## config.mk

```make
export PLATFORM = sky130hd
export DESIGN_NAME = lock_controller
export DESIGN_NICKNAME = d
export VERILOG_FILES = /design/src/rtl/lock_pkg.sv /design/src/rtl/tick_timer.sv /design/src/rtl/lock_controller.sv
export SDC_FILE = /design/constraint.sdc
export NUM_CORES = 1
export LEC_CHECK = 0
export CAP_MARGIN = 20
export CORE_MARGIN = 1
export CORE_UTILIZATION = 59
export DETAILED_ROUTE_END_ITERATION = 16
export GPL_TIMING_DRIVEN = 1
export PLACE_DENSITY = 0.85
export SYNTH_ARGS = -nofsm -noshare
export SYNTH_HDL_FRONTEND = slang
export SYNTH_HIERARCHICAL = 1
export SYNTH_SLANG_ARGS = --single-unit
```

## constraint.sdc

```tcl
create_clock -name clk_500Hz -period 7.32 [get_ports clk_500Hz]
set_clock_uncertainty 0.1 [all_clocks]
set_input_delay 1.83 -clock clk_500Hz [delete_from_list [all_inputs] [get_ports clk_500Hz]]
set_output_delay 1.83 -clock clk_500Hz [all_outputs]
set_load 0.02 [all_outputs]
```

## src/rtl/lock_pkg.sv

```systemverilog
// Shared definitions for the keypad lock controller.
//   state_t      : controller states
//   EMPTY_DIGIT  : value shown in an unfilled pin slot
//   STATUS_*     : encodings of the status output
//   timer_width  : bit width able to count up to the largest tick value
package lock_pkg;

    typedef enum logic [2:0] {
        LOCKED,
        ENTRY,
        CHECK,
        OPEN,
        LOCKOUT
    } state_t;

    localparam logic [3:0] EMPTY_DIGIT   = 4'hF;
    localparam logic       STATUS_LOCKED = 1'b0;
    localparam logic       STATUS_OPEN   = 1'b1;

    // Width for one counter shared by every timed state.
    function automatic int timer_width(input int a, input int b, input int c);
        int m;
        m = a;
        if (b > m) m = b;
        if (c > m) m = c;
        return (m < 2) ? 1 : $clog2(m);
    endfunction

endpackage

```

## src/rtl/tick_timer.sv

```systemverilog
// Clearable, saturating up-counter with a terminal-count compare.
// Ports:
//   clk      in   clock
//   rst      in   asynchronous active-high reset
//   clear    in   restart the count from zero on the next edge
//   tc_value in   WIDTH  terminal-count value to compare against
//   tc       out  count currently equals tc_value
module tick_timer #(
    parameter int WIDTH = 14
) (
    input  logic             clk,
    input  logic             rst,
    input  logic             clear,
    input  logic [WIDTH-1:0] tc_value,
    output logic             tc
);

    localparam logic [WIDTH-1:0] COUNT_MAX = '1;

    logic [WIDTH-1:0] count;

    // NOTE: sequential state uses non-blocking assignments so every flop
    // samples the values from before the edge.
    always_ff @(posedge clk or posedge rst) begin
        if (rst) begin
            count <= '0;
        end else if (clear) begin
            count <= '0;
        end else if (count != COUNT_MAX) begin
            // Holds at all-ones instead of wrapping back to zero.
            count <= count + WIDTH'(1);
        end
    end

    assign tc = (count == tc_value);

endmodule

```

## src/rtl/lock_controller.sv

```systemverilog
// Keypad lock sequencer: collects four digits, checks them against the
// stored code, drives the lock status, produces tone pulses and enforces
// auto-relock, entry timeout and wrong-code lockout.
// Ports:
//   clk_500Hz  in   500 Hz system clock
//   rst        in   asynchronous active-high reset
//   key_valid  in   key_digit valid strobe
//   key_digit  in   4  digit 0-9 (10-15 ignored)
//   key_enter  in   submit the entry
//   key_clear  in   discard the partial entry
//   key_lock   in   relock while open
//   pin0..pin3 out  4 each  entered digits, 4'hF = empty
//   status     out  1 = open, 0 = locked
//   ok_pulse   out  one-cycle pulse on a correct code
//   err_pulse  out  one-cycle pulse on a wrong code / entering lockout
//   locked_out out  high during lockout
module lock_controller
    import lock_pkg::*;
#(
    parameter logic [15:0] DEFAULT_CODE  = 16'h1234,
    parameter int          OPEN_TICKS    = 2500,
    parameter int          ENTRY_TICKS   = 5000,
    parameter int          LOCKOUT_TICKS = 15000,
    parameter int          MAX_FAILS     = 3
) (
    input  logic       clk_500Hz,
    input  logic       rst,
    input  logic       key_valid,
    input  logic [3:0] key_digit,
    input  logic       key_enter,
    input  logic       key_clear,
    input  logic       key_lock,
    output logic [3:0] pin0,
    output logic [3:0] pin1,
    output logic [3:0] pin2,
    output logic [3:0] pin3,
    output logic       status,
    output logic       ok_pulse,
    output logic       err_pulse,
    output logic       locked_out
);

    localparam int TW = timer_width(OPEN_TICKS, ENTRY_TICKS, LOCKOUT_TICKS);
    localparam int FW = $clog2(MAX_FAILS + 1);

    localparam logic [TW-1:0] OPEN_TC    = TW'(OPEN_TICKS - 1);
    localparam logic [TW-1:0] ENTRY_TC   = TW'(ENTRY_TICKS - 1);
    localparam logic [TW-1:0] LOCKOUT_TC = TW'(LOCKOUT_TICKS - 1);
    localparam logic [FW-1:0] FAIL_LIMIT = FW'(MAX_FAILS);

    state_t          state, state_next;
    logic [3:0]      pins [4];
    logic [3:0]      pins_next [4];
    logic [FW-1:0]   fail_cnt, fail_next;
    logic [15:0]     code;
    logic            ok_next, err_next;
    logic            restart;
    logic            timer_clear, timer_tc;
    logic [TW-1:0]   tc_value;
    logic            digit_event;
    logic            entry_full;
    logic [15:0]     entered_code;

    // Digits 10-15 are not treated as key events at all.
    assign digit_event  = key_valid && (key_digit <= 4'd9);
    assign entry_full   = (pins[3] != EMPTY_DIGIT);
    assign entered_code = {pins[0], pins[1], pins[2], pins[3]};

    // Each timed state compares the shared counter against its own limit.
    always_comb begin
        tc_value = '1;
        case (state)
            ENTRY:   tc_value = ENTRY_TC;
            OPEN:    tc_value = OPEN_TC;
            LOCKOUT: tc_value = LOCKOUT_TC;
            default: tc_value = '1;
        endcase
    end

    // The timer restarts on every state change and on each accepted digit.
    assign timer_clear = restart || (state_next != state);

    tick_timer #(
        .WIDTH(TW)
    ) u_timer (
        .clk      (clk_500Hz),
        .rst      (rst),
        .clear    (timer_clear),
        .tc_value (tc_value),
        .tc       (timer_tc)
    );

    // NOTE: every signal written here gets a default first so no path can
    // leave one unassigned and infer a latch.
    always_comb begin
        state_next = state;
        pins_next  = pins;
        fail_next  = fail_cnt;
        ok_next    = 1'b0;
        err_next   = 1'b0;
        restart    = 1'b0;

        case (state)
            LOCKED: begin
                // A clear in the same cycle swallows the digit.
                if (!key_clear && digit_event) begin
                    pins_next[0] = key_digit;
                    state_next   = ENTRY;
                end
            end

            ENTRY: begin
                if (key_clear) begin
                    pins_next  = '{default: EMPTY_DIGIT};
                    state_next = LOCKED;
                end else if (digit_event) begin
                    // pin0 is always filled here; a digit past the fourth is dropped.
                    if (!entry_full) begin
                        restart = 1'b1;
                        if (pins[1] == EMPTY_DIGIT)      pins_next[1] = key_digit;
                        else if (pins[2] == EMPTY_DIGIT) pins_next[2] = key_digit;
                        else                             pins_next[3] = key_digit;
                    end
                end else if (key_enter && entry_full) begin
                    state_next = CHECK;
                end else if (timer_tc) begin
                    pins_next  = '{default: EMPTY_DIGIT};
                    state_next = LOCKED;
                end
            end

            CHECK: begin
                pins_next = '{default: EMPTY_DIGIT};
                if (entered_code == code) begin
                    ok_next    = 1'b1;
                    fail_next  = '0;
                    state_next = OPEN;
                end else begin
                    err_next   = 1'b1;
                    fail_next  = (fail_cnt == FAIL_LIMIT) ? fail_cnt : fail_cnt + FW'(1);
                    state_next = (fail_next == FAIL_LIMIT) ? LOCKOUT : LOCKED;
                end
            end

            OPEN: begin
                if (key_lock || timer_tc) begin
                    state_next = LOCKED;
                end
            end

            LOCKOUT: begin
                if (timer_tc) begin
                    fail_next  = '0;
                    state_next = LOCKED;
                end
            end

            default: begin
                pins_next  = '{default: EMPTY_DIGIT};
                state_next = LOCKED;
            end
        endcase
    end

    // Outputs are registered from the next-state decode so each key event
    // shows up exactly one edge later.
    always_ff @(posedge clk_500Hz or posedge rst) begin
        if (rst) begin
            state      <= LOCKED;
            // NOTE: the pin slots are reset explicitly because an empty slot
            // must read 4'hF, not an arbitrary power-up value.
            pins       <= '{default: EMPTY_DIGIT};
            fail_cnt   <= '0;
            code       <= DEFAULT_CODE;
            status     <= STATUS_LOCKED;
            ok_pulse   <= 1'b0;
            err_pulse  <= 1'b0;
            locked_out <= 1'b0;
        end else begin
            state      <= state_next;
            pins       <= pins_next;
            fail_cnt   <= fail_next;
            status     <= (state_next == OPEN) ? STATUS_OPEN : STATUS_LOCKED;
            ok_pulse   <= ok_next;
            err_pulse  <= err_next;
            locked_out <= (state_next == LOCKOUT);
        end
    end

    assign pin0 = pins[0];
    assign pin1 = pins[1];
    assign pin2 = pins[2];
    assign pin3 = pins[3];

endmodule

```

==> impl_metrics.toml <==
[run_status]
outcome = "finished, final reports clean"

[worst_setup_path]
reg2reg_slack_ns = 2.55
required_ns = 7.46
r2r_end = "u_timer/count[1]$_DFFE_PP0P_"
startpoint_type = "flip-flop"
startpoint = "state[1]$_DFF_PP0_"
endpoint_kind = "flip-flop"
crit_arrival_ns = 4.91
crit_path_end = "u_timer/count[1]$_DFFE_PP0P_"
reg2reg_from = "state[1]$_DFF_PP0_"
criticalPathCategory = "reg -> reg"
rr_worst_depth = 13
worstPathMaxFanout = 19

[grt]
grt_pass1_wl_um = 7445
grt_max_degree = 23
grt_util_all_layers_pct = 25.10
antenna_found_initial = 0
grt_pass1_vias = 1523
grt_overflow = 0

[timing]
finalMaxSlewViolations = 0
max_slew.worst_pin.slew_ns = 0.9955
rsz0062_at_grt = "false"
min_period_ns = 4.773
finalWorstSetupSlack_ns = 2.547
slew_headroom_pct = 33.34
fin_crit_sh_pct = 65.20
setup_viol = 0
hold_violations = 0
fin_tns_setup_ns = 0
fmax_mhz = 209.5

[floorplanning]
die-height_um = 62.38
ios = 30
rows = 21
core_mm2 = 0.003416
start_util_pct = 62.97
die_w_um = 62.38
die_area_mm2 = 0.003891

[synth]
ys_seq_elements = 36
synth_common_cells = "nor2_1, dfrtp_1, xnor2_1"
synth_area_mm2 = 0.002151
syn_inst = 208
synth_edf_count = 0
ys.flop_type = "dfrtp_1"
postSynthAreaPerCell_um2 = 10.34
yosysWarnings = 38
async_reset_ff_share_pct = 100.0
synth-seq-area-share_pct = 42.82
yosys.area.top_type = "dfrtp_1"
synth_top_area_share_pct = 23.27
ys_types = 47
synth_area_leaders = "dfrtp_1, dfstp_2, xnor2_1"
yosysMostFrequentCell = "nor2_1"

[flow_run]
cap_violations = 0

[cts]
clkTransAtPathRegs_ns = 0.12
ctsHtreeMaxLevel = 2
numClockSinks = 36
clock_path_buffers = 2
cts_resized = 0
numCtsBuffers = 5
cts_tree = "done"
cts_hold_buf = 0
post_cts_buffers = 0
clkLatencyLatePin_ns = 0.36
cts-root-buf = "clkbuf_4"

[hold_path]
hp-class = "reg -> reg"

[routing]
drt-pass1-iter-count = 5
dr.first_iter.drc_count = 76
wirelength_um = 4408
post_drt_via_cell_ratio = 5.755
via_count = 1623
drc_errors = 0
avgRoutedWirePerCell_um = 15.63
antenna_violating_nets_post_route = 0

[pwr]
p_per_area_mw_per_mm2 = 318.6
p_leak_uw = 0.001001
ir_drop_v = 0.0002035

[cells_and_area]
antenna_cells = 0
seqCellArea_um2 = 920.9
multi_input_area_mm2 = 0.001157
nets = 246
nFillCells = 250
fin_area_mm2 = 0.002537
fin_cells = 282
drive_gt1_share_pct = 23.31
area_growth_pct = 17.98

[place]
place_ws_ns = 2.345
globalplace.congestion = 0.7944
dp.cells = 274
hpwl_um = 3227
io_buffers = 28
placed_area_mm2 = 0.002442
## area by class of cell
class                           instances  share of cell area [%]
Clock inverter                          1                   1.183
Inverter                                7                   1.036
Clock buffer                            7                   2.564
Tap cell                               46                   2.268
Timing Repair Buffer                   28                   11.05
Sequential cell                        36                   36.29
Multi-Input combinational cell        157                   45.61
## flip-flops by register name (all words and copies together), names as in the netlist
name	flops
u_timer/count	14
pin3	4
ok_pulse	1
state	3
pin2	4
pin0	4
pin1	4
locked_out	1
status	1
## routing by layer
metal  track usage [%]  share of wire, %  vias up
met4             9.593               1.9        0
met3             6.934               3.8        6
met5                 0                 0        -
met2             38.46                47       30
met1             34.02                47      795
li1                  -                 -      792
## per-stage QoR
| step | util [%] | total power, uW | hold WS, ns |
|---|---|---|---|
| 3_5_place_dp | 71.50 | 651.2 | 0.4085 |
| 6_report | 74.29 | 808.6 | 0.4307 |
| 2_1_floorplan | - | 564.5 | 0.3905 |
| 4_1_cts | 74.29 | 811.2 | 0.4341 |
| 3_3_place_gp | 71.50 | 640.7 | 0.4068 |
| 5_1_grt | 74.29 | 857.8 | 0.4510 |
## cells by family (layout without fill, tap and decap cells)
kind of cell	count (synthesis)	after routing	share of synthesized area (%)
muxes	15	15	8.843
AOI/OAI and AO/OA	30	30	10.47
buffers and inverters	17	43	3.723
xor gates and xnor gates	26	26	10.59
adders and majority gates	1	1	0.5816
other	2	4	0.3492
DFF	36	36	42.82
and+or+nand+nor	81	81	22.63
## worst max-delay path: stages, from the launching register on
cell and delay, ns:
dfrtp_1 0.62, nor3b_1 0.43, nor2_1 0.17, xor2_1 0.17, nor4_1 0.29, nand3_1 0.12
nor3_1 0.63, o21a_1 0.22, nor3_1 0.08, a221o_1 0.33, xnor2_1 0.15, o211ai_1 0.41
nand4b_2 0.55, mux2_4 0.38
## report_power, final
group	leakage (uW)	internal [uW]	switching (uW)
clock network	0.0000515	90.6	68.6
logic	0.000506	171	178
registers	0.000443	248	51.8
## worst min-delay path by stage
stage / startpoint / to / cells after the start
4_1_cts: pin0[0]$_DFFE_PP1P_ / pin0[0]$_DFFE_PP1P_ / 2
6_report: pin0[1]$_DFFE_PP1P_ / pin0[1]$_DFFE_PP1P_ / 2
3_5_place_dp: pin0[0]$_DFFE_PP1P_ / pin0[0]$_DFFE_PP1P_ / 2
3_3_place_gp: pin0[1]$_DFFE_PP1P_ / pin0[1]$_DFFE_PP1P_ / 2
5_1_grt: pin0[1]$_DFFE_PP1P_ / pin0[1]$_DFFE_PP1P_ / 2
2_1_floorplan: u_timer/count[12]$_DFFE_PP0P_ / u_timer/count[12]$_DFFE_PP0P_ / 1
## cell usage in the layout (no fill, tap or decap), types with 7 or more instances in the layout
| master | instances |
|---|---|
| clkdlybuf4s50_1 | 28 |
| dfrtp_1 | 20 |
| dfstp_2 | 16 |
| inv_1 | 7 |
| mux2_2 | 8 |
| nand2_1 | 7 |
| nor2_1 | 24 |
| nor3_1 | 9 |
| o21ai_0 | 8 |
| xnor2_1 | 20 |
No activity file was read; power rests on OpenSTA's default activity.
